**src/rtl/mux_arb_pkg.sv**
```systemverilog
// Shared types and select encodings for the two-source round-robin mux arbiter.
package mux_arb_pkg;

  typedef enum logic [1:0] {
    IDLE   = 2'd0,
    GRANT1 = 2'd1,
    GRANT2 = 2'd2
  } state_t;

  typedef enum logic {
    SIDE1 = 1'b0,
    SIDE2 = 1'b1
  } side_t;

  localparam logic SEL_IN1 = 1'b0;
  localparam logic SEL_IN2 = 1'b1;

endpackage

```
**src/rtl/mux_arbiter_if.sv**
```systemverilog
// Request/grant handshake and data bus between two sources and the arbiter.
interface mux_arbiter_if #(
  parameter int WIDTH = 1
);
  logic             req1;
  logic             req2;
  logic [WIDTH-1:0] in1;
  logic [WIDTH-1:0] in2;
  logic             gnt1;
  logic             gnt2;
  logic             ctrl;
  logic [WIDTH-1:0] out;
  logic             valid;

  modport master (
    output req1, req2, in1, in2,
    input  gnt1, gnt2, ctrl, out, valid
  );

  modport slave (
    input  req1, req2, in1, in2,
    output gnt1, gnt2, ctrl, out, valid
  );
endinterface

```
**src/rtl/multiplexer.sv**
```systemverilog
// 1-bit 2:1 mux cell: ctrl = 0 passes in1, ctrl = 1 passes in2.
module multiplexer (
  output logic out,
  input  logic ctrl,
  input  logic in1,
  input  logic in2
);
  assign out = ctrl ? in2 : in1;
endmodule

```
**src/rtl/mux_arbiter.sv**
```systemverilog
// Round-robin arbiter for two sources with a bounded hold time; owns the mux
// select and registers the selected data with a valid qualifier.
module mux_arbiter
  import mux_arb_pkg::*;
#(
  parameter int WIDTH    = 1,
  parameter int MAX_HOLD = 4
) (
  input  logic          clk,
  input  logic          rst,
  mux_arbiter_if.slave  bus
);

  localparam int                CNT_W    = $clog2(MAX_HOLD + 1);
  localparam logic [CNT_W-1:0]  HOLD_MAX = CNT_W'(MAX_HOLD);
  localparam logic [CNT_W-1:0]  CNT_ONE  = CNT_W'(1);

  state_t             state;
  state_t             nxt;
  side_t              last;
  logic [CNT_W-1:0]   hold_cnt;
  logic               hold_done;
  logic               gnt1_q;
  logic               gnt2_q;
  logic               ctrl_q;
  logic [WIDTH-1:0]   mux_p0;
  logic [WIDTH-1:0]   out_p1;
  logic               vld_p1;

  assign hold_done = (hold_cnt == HOLD_MAX);

  // Releasing the grant takes priority over the hold limit; the limit only
  // forces a handover when the other side is actually waiting.
  always_comb begin
    nxt = state;
    case (state)
      IDLE: begin
        if (bus.req1 && bus.req2)  nxt = (last == SIDE1) ? GRANT2 : GRANT1;
        else if (bus.req1)         nxt = GRANT1;
        else if (bus.req2)         nxt = GRANT2;
        else                       nxt = IDLE;
      end
      GRANT1: begin
        if (!bus.req1)                  nxt = bus.req2 ? GRANT2 : IDLE;
        else if (hold_done && bus.req2) nxt = GRANT2;
        else                            nxt = GRANT1;
      end
      GRANT2: begin
        if (!bus.req2)                  nxt = bus.req1 ? GRANT1 : IDLE;
        else if (hold_done && bus.req1) nxt = GRANT1;
        else                            nxt = GRANT2;
      end
      default: nxt = IDLE;
    endcase
  end

  // Stage p0: combinational select of the granted source, one cell per bit.
  for (genvar i = 0; i < WIDTH; i++) begin : g_mux
    multiplexer u_mux (
      .out  (mux_p0[i]),
      .ctrl (ctrl_q),
      .in1  (bus.in1[i]),
      .in2  (bus.in2[i])
    );
  end

  always_ff @(posedge clk) begin
    if (rst) begin
      state    <= IDLE;
      gnt1_q   <= 1'b0;
      gnt2_q   <= 1'b0;
      ctrl_q   <= SEL_IN1;
      hold_cnt <= '0;
      last     <= SIDE2;
      out_p1   <= '0;
      vld_p1   <= 1'b0;
    end else begin
      state  <= nxt;
      gnt1_q <= (nxt == GRANT1);
      gnt2_q <= (nxt == GRANT2);

      if (nxt != IDLE && nxt != state) begin
        hold_cnt <= CNT_ONE;
        last     <= (nxt == GRANT2) ? SIDE2 : SIDE1;
        ctrl_q   <= (nxt == GRANT2) ? SEL_IN2 : SEL_IN1;
      end else if (nxt != IDLE && !hold_done) begin
        hold_cnt <= hold_cnt + CNT_ONE;
      end

      // Stage p1: capture the mux output while a grant is active.
      if (state != IDLE) begin
        out_p1 <= mux_p0;
        vld_p1 <= 1'b1;
      end else begin
        vld_p1 <= 1'b0;
      end
    end
  end

  assign bus.gnt1  = gnt1_q;
  assign bus.gnt2  = gnt2_q;
  assign bus.ctrl  = ctrl_q;
  assign bus.out   = out_p1;
  assign bus.valid = vld_p1;

endmodule

```
**src/flat_wrapper.sv**
```systemverilog
// flat-port wrapper written by rule: the top's interface ports become plain ports
module mux_arbiter_flat import mux_arb_pkg::*;
#(
  parameter int WIDTH    = 1,
  parameter int MAX_HOLD = 4
)
  (clk, rst, bus_req1, bus_req2, bus_in1, bus_in2, bus_gnt1, bus_gnt2, bus_ctrl, bus_out, bus_valid);
  mux_arbiter_if #(.WIDTH(WIDTH)) bus_i ();
  input  logic clk;
  input  logic rst;
  input wire logic [$bits(bus_i.req1)-1:0] bus_req1;
  input wire logic [$bits(bus_i.req2)-1:0] bus_req2;
  input wire logic [$bits(bus_i.in1)-1:0] bus_in1;
  input wire logic [$bits(bus_i.in2)-1:0] bus_in2;
  output wire logic [$bits(bus_i.gnt1)-1:0] bus_gnt1;
  output wire logic [$bits(bus_i.gnt2)-1:0] bus_gnt2;
  output wire logic [$bits(bus_i.ctrl)-1:0] bus_ctrl;
  output wire logic [$bits(bus_i.out)-1:0] bus_out;
  output wire logic [$bits(bus_i.valid)-1:0] bus_valid;
  assign bus_i.req1 = bus_req1;
  assign bus_i.req2 = bus_req2;
  assign bus_i.in1 = bus_in1;
  assign bus_i.in2 = bus_in2;
  assign bus_gnt1 = bus_i.gnt1;
  assign bus_gnt2 = bus_i.gnt2;
  assign bus_ctrl = bus_i.ctrl;
  assign bus_out = bus_i.out;
  assign bus_valid = bus_i.valid;
  mux_arbiter #(.WIDTH(WIDTH), .MAX_HOLD(MAX_HOLD)) u_core (.clk(clk), .rst(rst), .bus(bus_i));
endmodule
```
**config.mk**
```make
export PLATFORM = sky130hd
export DESIGN_NAME = mux_arbiter_flat
export DESIGN_NICKNAME = d
export VERILOG_FILES = /design/src/rtl/mux_arb_pkg.sv /design/src/rtl/mux_arbiter_if.sv /design/src/rtl/multiplexer.sv /design/src/rtl/mux_arbiter.sv /design/src/flat_wrapper.sv
export SDC_FILE = /design/constraint.sdc
export NUM_CORES = 1
export LEC_CHECK = 0
export CELL_PAD_IN_SITES_DETAIL_PLACEMENT = 1
export CELL_PAD_IN_SITES_GLOBAL_PLACEMENT = 1
export CORE_ASPECT_RATIO = 0.7
export CORE_MARGIN = 4
export CORE_UTILIZATION = 30
export CTS_CLUSTER_SIZE = 30
export DETAILED_ROUTE_END_ITERATION = 12
export HOLD_SLACK_MARGIN = 0.06
export MAX_ROUTING_LAYER = met4
export PLACE_DENSITY_LB_ADDON = 0.12
export SYNTH_ARGS = -nofsm -noshare
export SYNTH_HDL_FRONTEND = slang
export SYNTH_HIERARCHICAL = 1
export SYNTH_SLANG_ARGS = --single-unit
```
**constraint.sdc**
```tcl
create_clock -name clk -period 2.14 [get_ports clk]
set_input_delay 0.321 -clock clk [delete_from_list [all_inputs] [get_ports clk]]
set_output_delay 0.321 -clock clk [all_outputs]
set_load 0.005 [all_outputs]
```
======== After elaboration in Yosys (flattened, before gate mapping) ========
Cells that the tools add are included.
storage, ports and cells
  logic and storage cells ................. 42
  input port bits ......................... 6
  output and inout bits ................... 5
  register bits after elaboration ......... 11
operators by class
  muxes and demuxes ....................... 15
  add/subtract/negate cells ............... 1
  reduce and logical (&&, ||, !) cells .... 11
  eq/ne operators ......................... 6
operators with widths
  kind                   count
  $mux W2                8
  $mux W1                6
  $pmux W2 S3            1
  $reduce_bool A2 Y1     3
  $logic_and A1 B1 Y1    5
  $eq A2 B1 Y1 const B   2
  $eq A2 B2 Y1 const B   2
  $add A3 B1 Y3 const B  1
  $eq A3 B3 Y1 const B   1
  $logic_not A2 Y1       1
  $ne A2 B2 Y1           1
  $reduce_or A2 Y1       1
  $logic_not A1 Y1       1

======== Logic depth before layout (Yosys ltp) ========
  word-level depth ........................ 9
  gate-level depth with buffers ........... 5
  depth with buffers taken out ............ 5

======== Cells and area by module ========
The synthesis kept the hierarchy.
by module, submodules not included
  module       cells an instance  area an instance (µm²)  instances  sequential area each (µm²)
  mux_arbiter  60                 556.8                   1          220.2
  multiplexer  1                  15.0                    1          0.0

======== Worst setup path before layout ========
No wires, ideal clock.
  path kind ............................... flip-flop to flip-flop
  start ................................... register u_core.hold_cnt[0]
  end ..................................... register u_core.hold_cnt[1]
  arrival ................................. 1,447 ps
  data required time ...................... 2,037 ps
  setup time .............................. 103 ps
  buffers on the path ..................... 0
  clock period less this slack ............ 1,551 ps
  slack ................................... 589 ps
  cell stages (with the launch flop) ...... 6
  cells stage by stage .................... dfxtp_1 > inv_1 > ha_1 > and2_1 > or3b_1 > a2111oi_2
between the ends
  cells in the longest elaborated chain, start to end .. 8
  elaborated cells between the ends (all ways) .. 15
  those cells by class .................... add/sub: 1; eq/ne: 2; mux: 5; reduce/logical: 7
RTL lines
  what                                                line                                  source
  from (decl)                                         mux_arbiter.sv:21                     logic [CNT_W-1:0] hold_cnt;
  from (signal assigned)                              mux_arbiter.sv:87                     hold_cnt <= hold_cnt + CNT_ONE;
  $eq A3 B3 Y1                                        mux_arbiter.sv:30                     assign hold_done = (hold_cnt == HOLD_MAX);
  $logic_and A1 B1 Y1 (on tied branches)              mux_arbiter.sv:50, mux_arbiter.sv:45
  $mux W2 (on tied branches)                          mux_arbiter.sv:50, mux_arbiter.sv:45
  $mux W2 (on tied branches)                          mux_arbiter.sv:49, mux_arbiter.sv:44
  $pmux W2 S3                                         mux_arbiter.sv:36                     case (state)
  $ne A2 B2 Y1 or $reduce_bool A2 Y1 (tied branches)  mux_arbiter.sv:82, mux_arbiter.sv:86
  $logic_and A1 B1 Y1                                 mux_arbiter.sv:82                     if (nxt != IDLE && nxt != state) begin
  $reduce_or A2 Y1 (no source line)                   --
Parallel ways exist; a longest one is shown, timed or not.
A chain may end at the register's enable or synchronous reset.

======== Final worst setup path ========
Same ends and word-level chain as after synthesis.

==> impl_results.md <==
- Initial antenna violation count: 0
- CP required: 2.32 ns
- RSZ-0062 raised after global routing: false
- Antenna viol nets, final: 0
- Slowest stage delay, CP: 0.40 ns
- Final period utilization: 0.787
- Synthesis-to-finish area growth: 23.9%
- Largest net degree at the start of global routing: 12
- Area leader, netlist: dfxtp_1
- Final setup margin: 0.455 ns
- Combinational share of power: 0.183
- Final nets: 82
- Post-CTS Resized: 0
- Worst Tran Pin Value: 0.376 ns
- Clk_lat worst skew: 0.27 ns
- CTS max path bufs: 2
- # IOs: 11
- ANT cells: 0
- Yosys reg bits: 11
- MaxCap Viol Count: 0
- Largest delay share family, worst path: simple AND/OR/NAND/NOR gates
- Setup violators final: 0
- Hold Fails Final Rpt: 0
- Top-count cell post-synth: dfxtp_1
- Critical path class: flop to flop
- Final GP Congestion: 0.800
- Total wire length: 1370 µm
- CP Max Fanout: 5
- H-Tree Depth: 1
- Wirelength per Cell: 14.6 µm
- Crit path max-delay cell type: or3b_1
- Fillers: 214
- CP Capture Type: flop
- Clock sinks: 11
- Maximum vdd drop: 0.281 mV
- Sequential cell area: 220 µm²
- Syn Inst Count: 61
- CTS Hold Buffers Added: 0
- Finished Cell Area: 708 µm²
- Internal power: 0.000337 W
- Sw Share: 0.269
- Post-synth cell types: 29
- P_sw: 0.000124 W
- CTS tree: built
- Async set-reset flop share out of synthesis: 0
- Vias in the first global route: 483
- GRT overflow: 0
- Multi-input combinational cell area: 317 µm²
- Global-route wire length before repair: 2260 µm
- Synth area leaders: dfxtp_1, a21oi_1, a2111oi_2
- FMAX: 593 MHz
- Num CTS Buffers: 3
- Hold slack: 0.459 ns
- Tightest Hold Check Type: flop to flop
- Post-CTS setup buffers: 0
- DRC errors left: 0
- Synth Area per Inst: 9.37 µm²
- Setup Skew: 0.0117 ns
- Post-synth top cells: dfxtp_1, a21oi_1, inv_1, nand2_1, o21ai_0
- Synth Flop Type: dfxtp_1
- Ys Warns: 6
- Die Ht: 44.5 µm
- DRT iter0 DRCs: 5
- Overall via count from detail_route: 495
- Pwr dens: 651 nW/µm²
- Minimum clock period: 1.69 ns
- Drt pass-1 iters: 3
- Port Buffers: 10
- Initial core utilization: 0.337
- Worst Path Buf+Inv: 1
- Overall power: 0.000461 W
- Worst slew margin: 0.749
- Slew Viols, Final: 0
- Die area: 2680 µm²
- Number of enable flip-flop cells after synthesis: 0
- Dpl hpwl: 1010 µm
- Part of the power in registers: 0.506
- P_leak: 0.278 nW
- Register area share after synthesis: 0.385
- Pre-CTS WS: 0.258 ns
- Mapped Nets: 69
- Critical-path cell list: inv_1 > ha_1 > and2_1 > or3b_1 > a2111oi_2
- Outcome: completed
- Vias per cell: 5.27
- Fraction of layout instances using a drive strength above 1: 0.123
- Row cnt: 12
- Clock Power Share: 0.311
- Post-synthesis cell area: 572 µm²
- Reg clk slew, reported paths: 0.08 ns
- Top cell type's share of synthesized area: 0.385
- WP data arrival: 1.86 ns
- Root Buffer Master: clkbuf_4
- Total track usage: 0.121
- Placed cell area: 682 µm²
- Setup crit start kind: flop
- Die extent in x: 60.2 µm
- Final setup TNS: 0 ns
- Core ar.: 1700 µm²
==> layout by cell type, fill, tap and decap left out, types with 3 or more instances in the layout <==
master	instances
dfxtp_1	11
clkdlybuf4s50_1	10
a21oi_1	6
inv_1	5
nand2_1	5
clkbuf_4	3
o21ai_0	3
==> per-stage QoR <==
stage,util,instances
floorplan,-,61
global placement,0.402,90
detailed placement,0.402,90
CTS,0.417,94
global route,0.417,94
finish,0.417,94
==> layer usage <==
metal	up-vias	wire [µm]	track usage	part of all wire
li1	250	-	-	-
met1	234	746	0.152	0.55
met2	9	519	0.166	0.38
met3	2	94	0.0671	0.069
met4	0	8	0.0265	0.0058
met5	-	0	-	0
==> power by group through the flow <==
stage / logic (W) / registers, W / clock network, W
finish: 0.0000845 / 0.000233 / 0.000143
global route: 0.0000933 / 0.000236 / 0.000165
detailed placement: 0.0000849 / 0.000238 / 0
global placement: 0.0000843 / 0.000238 / 0
CTS: 0.0000854 / 0.000233 / 0.000152
floorplan: 0.0000546 / 0.000231 / 0
==> cells by family after synthesis <==
kind of cell,share of synthesized area
compound gates,0.322
buf+inv,0.0613
simple gates,0.162
flops,0.385
mux,0.0263
fa+ha+maj,0.0438
==> worst min-delay path, delay by kind of cell, from the launching register on <==
kind,cells,cell delay (ns)
AOI/OAI and AO/OA,1,0.05
and+or+nand+nor,1,0.05
DFF,1,0.31
==> sequential cells by signal, summed over array words and instances (netlist names) <==
register,cells
u_core/bus.gnt2,1
u_core/bus.out,1
u_core/bus.gnt1,1
u_core/bus.valid,1
u_core/hold_cnt,3
u_core/state,2
u_core/bus.ctrl,1
u_core/last,1
==> final cells by class <==
| type | instances | area share |
|---|---|---|
| Timing Repair Buffer | 10 | 0.141 |
| Tap cell | 21 | 0.0371 |
| Clock buffer | 4 | 0.0371 |
| Multi-Input combinational cell | 43 | 0.447 |
| Sequential cell | 11 | 0.311 |
| Inverter | 5 | 0.0265 |
==> worst paths after layout <==
kind / start / end / slack (ns) / cells past startpoint
min reg2reg: u_core/bus.out / u_core/bus.out / 0.46 / 2
max reg2reg: u_core/hold_cnt[0] / u_core/hold_cnt[1] / 0.45 / 5
min: u_core/bus.out / u_core/bus.out / 0.46 / 2
max: u_core/hold_cnt[0] / u_core/hold_cnt[1] / 0.45 / 5
Power figures use the tool's default switching activity.
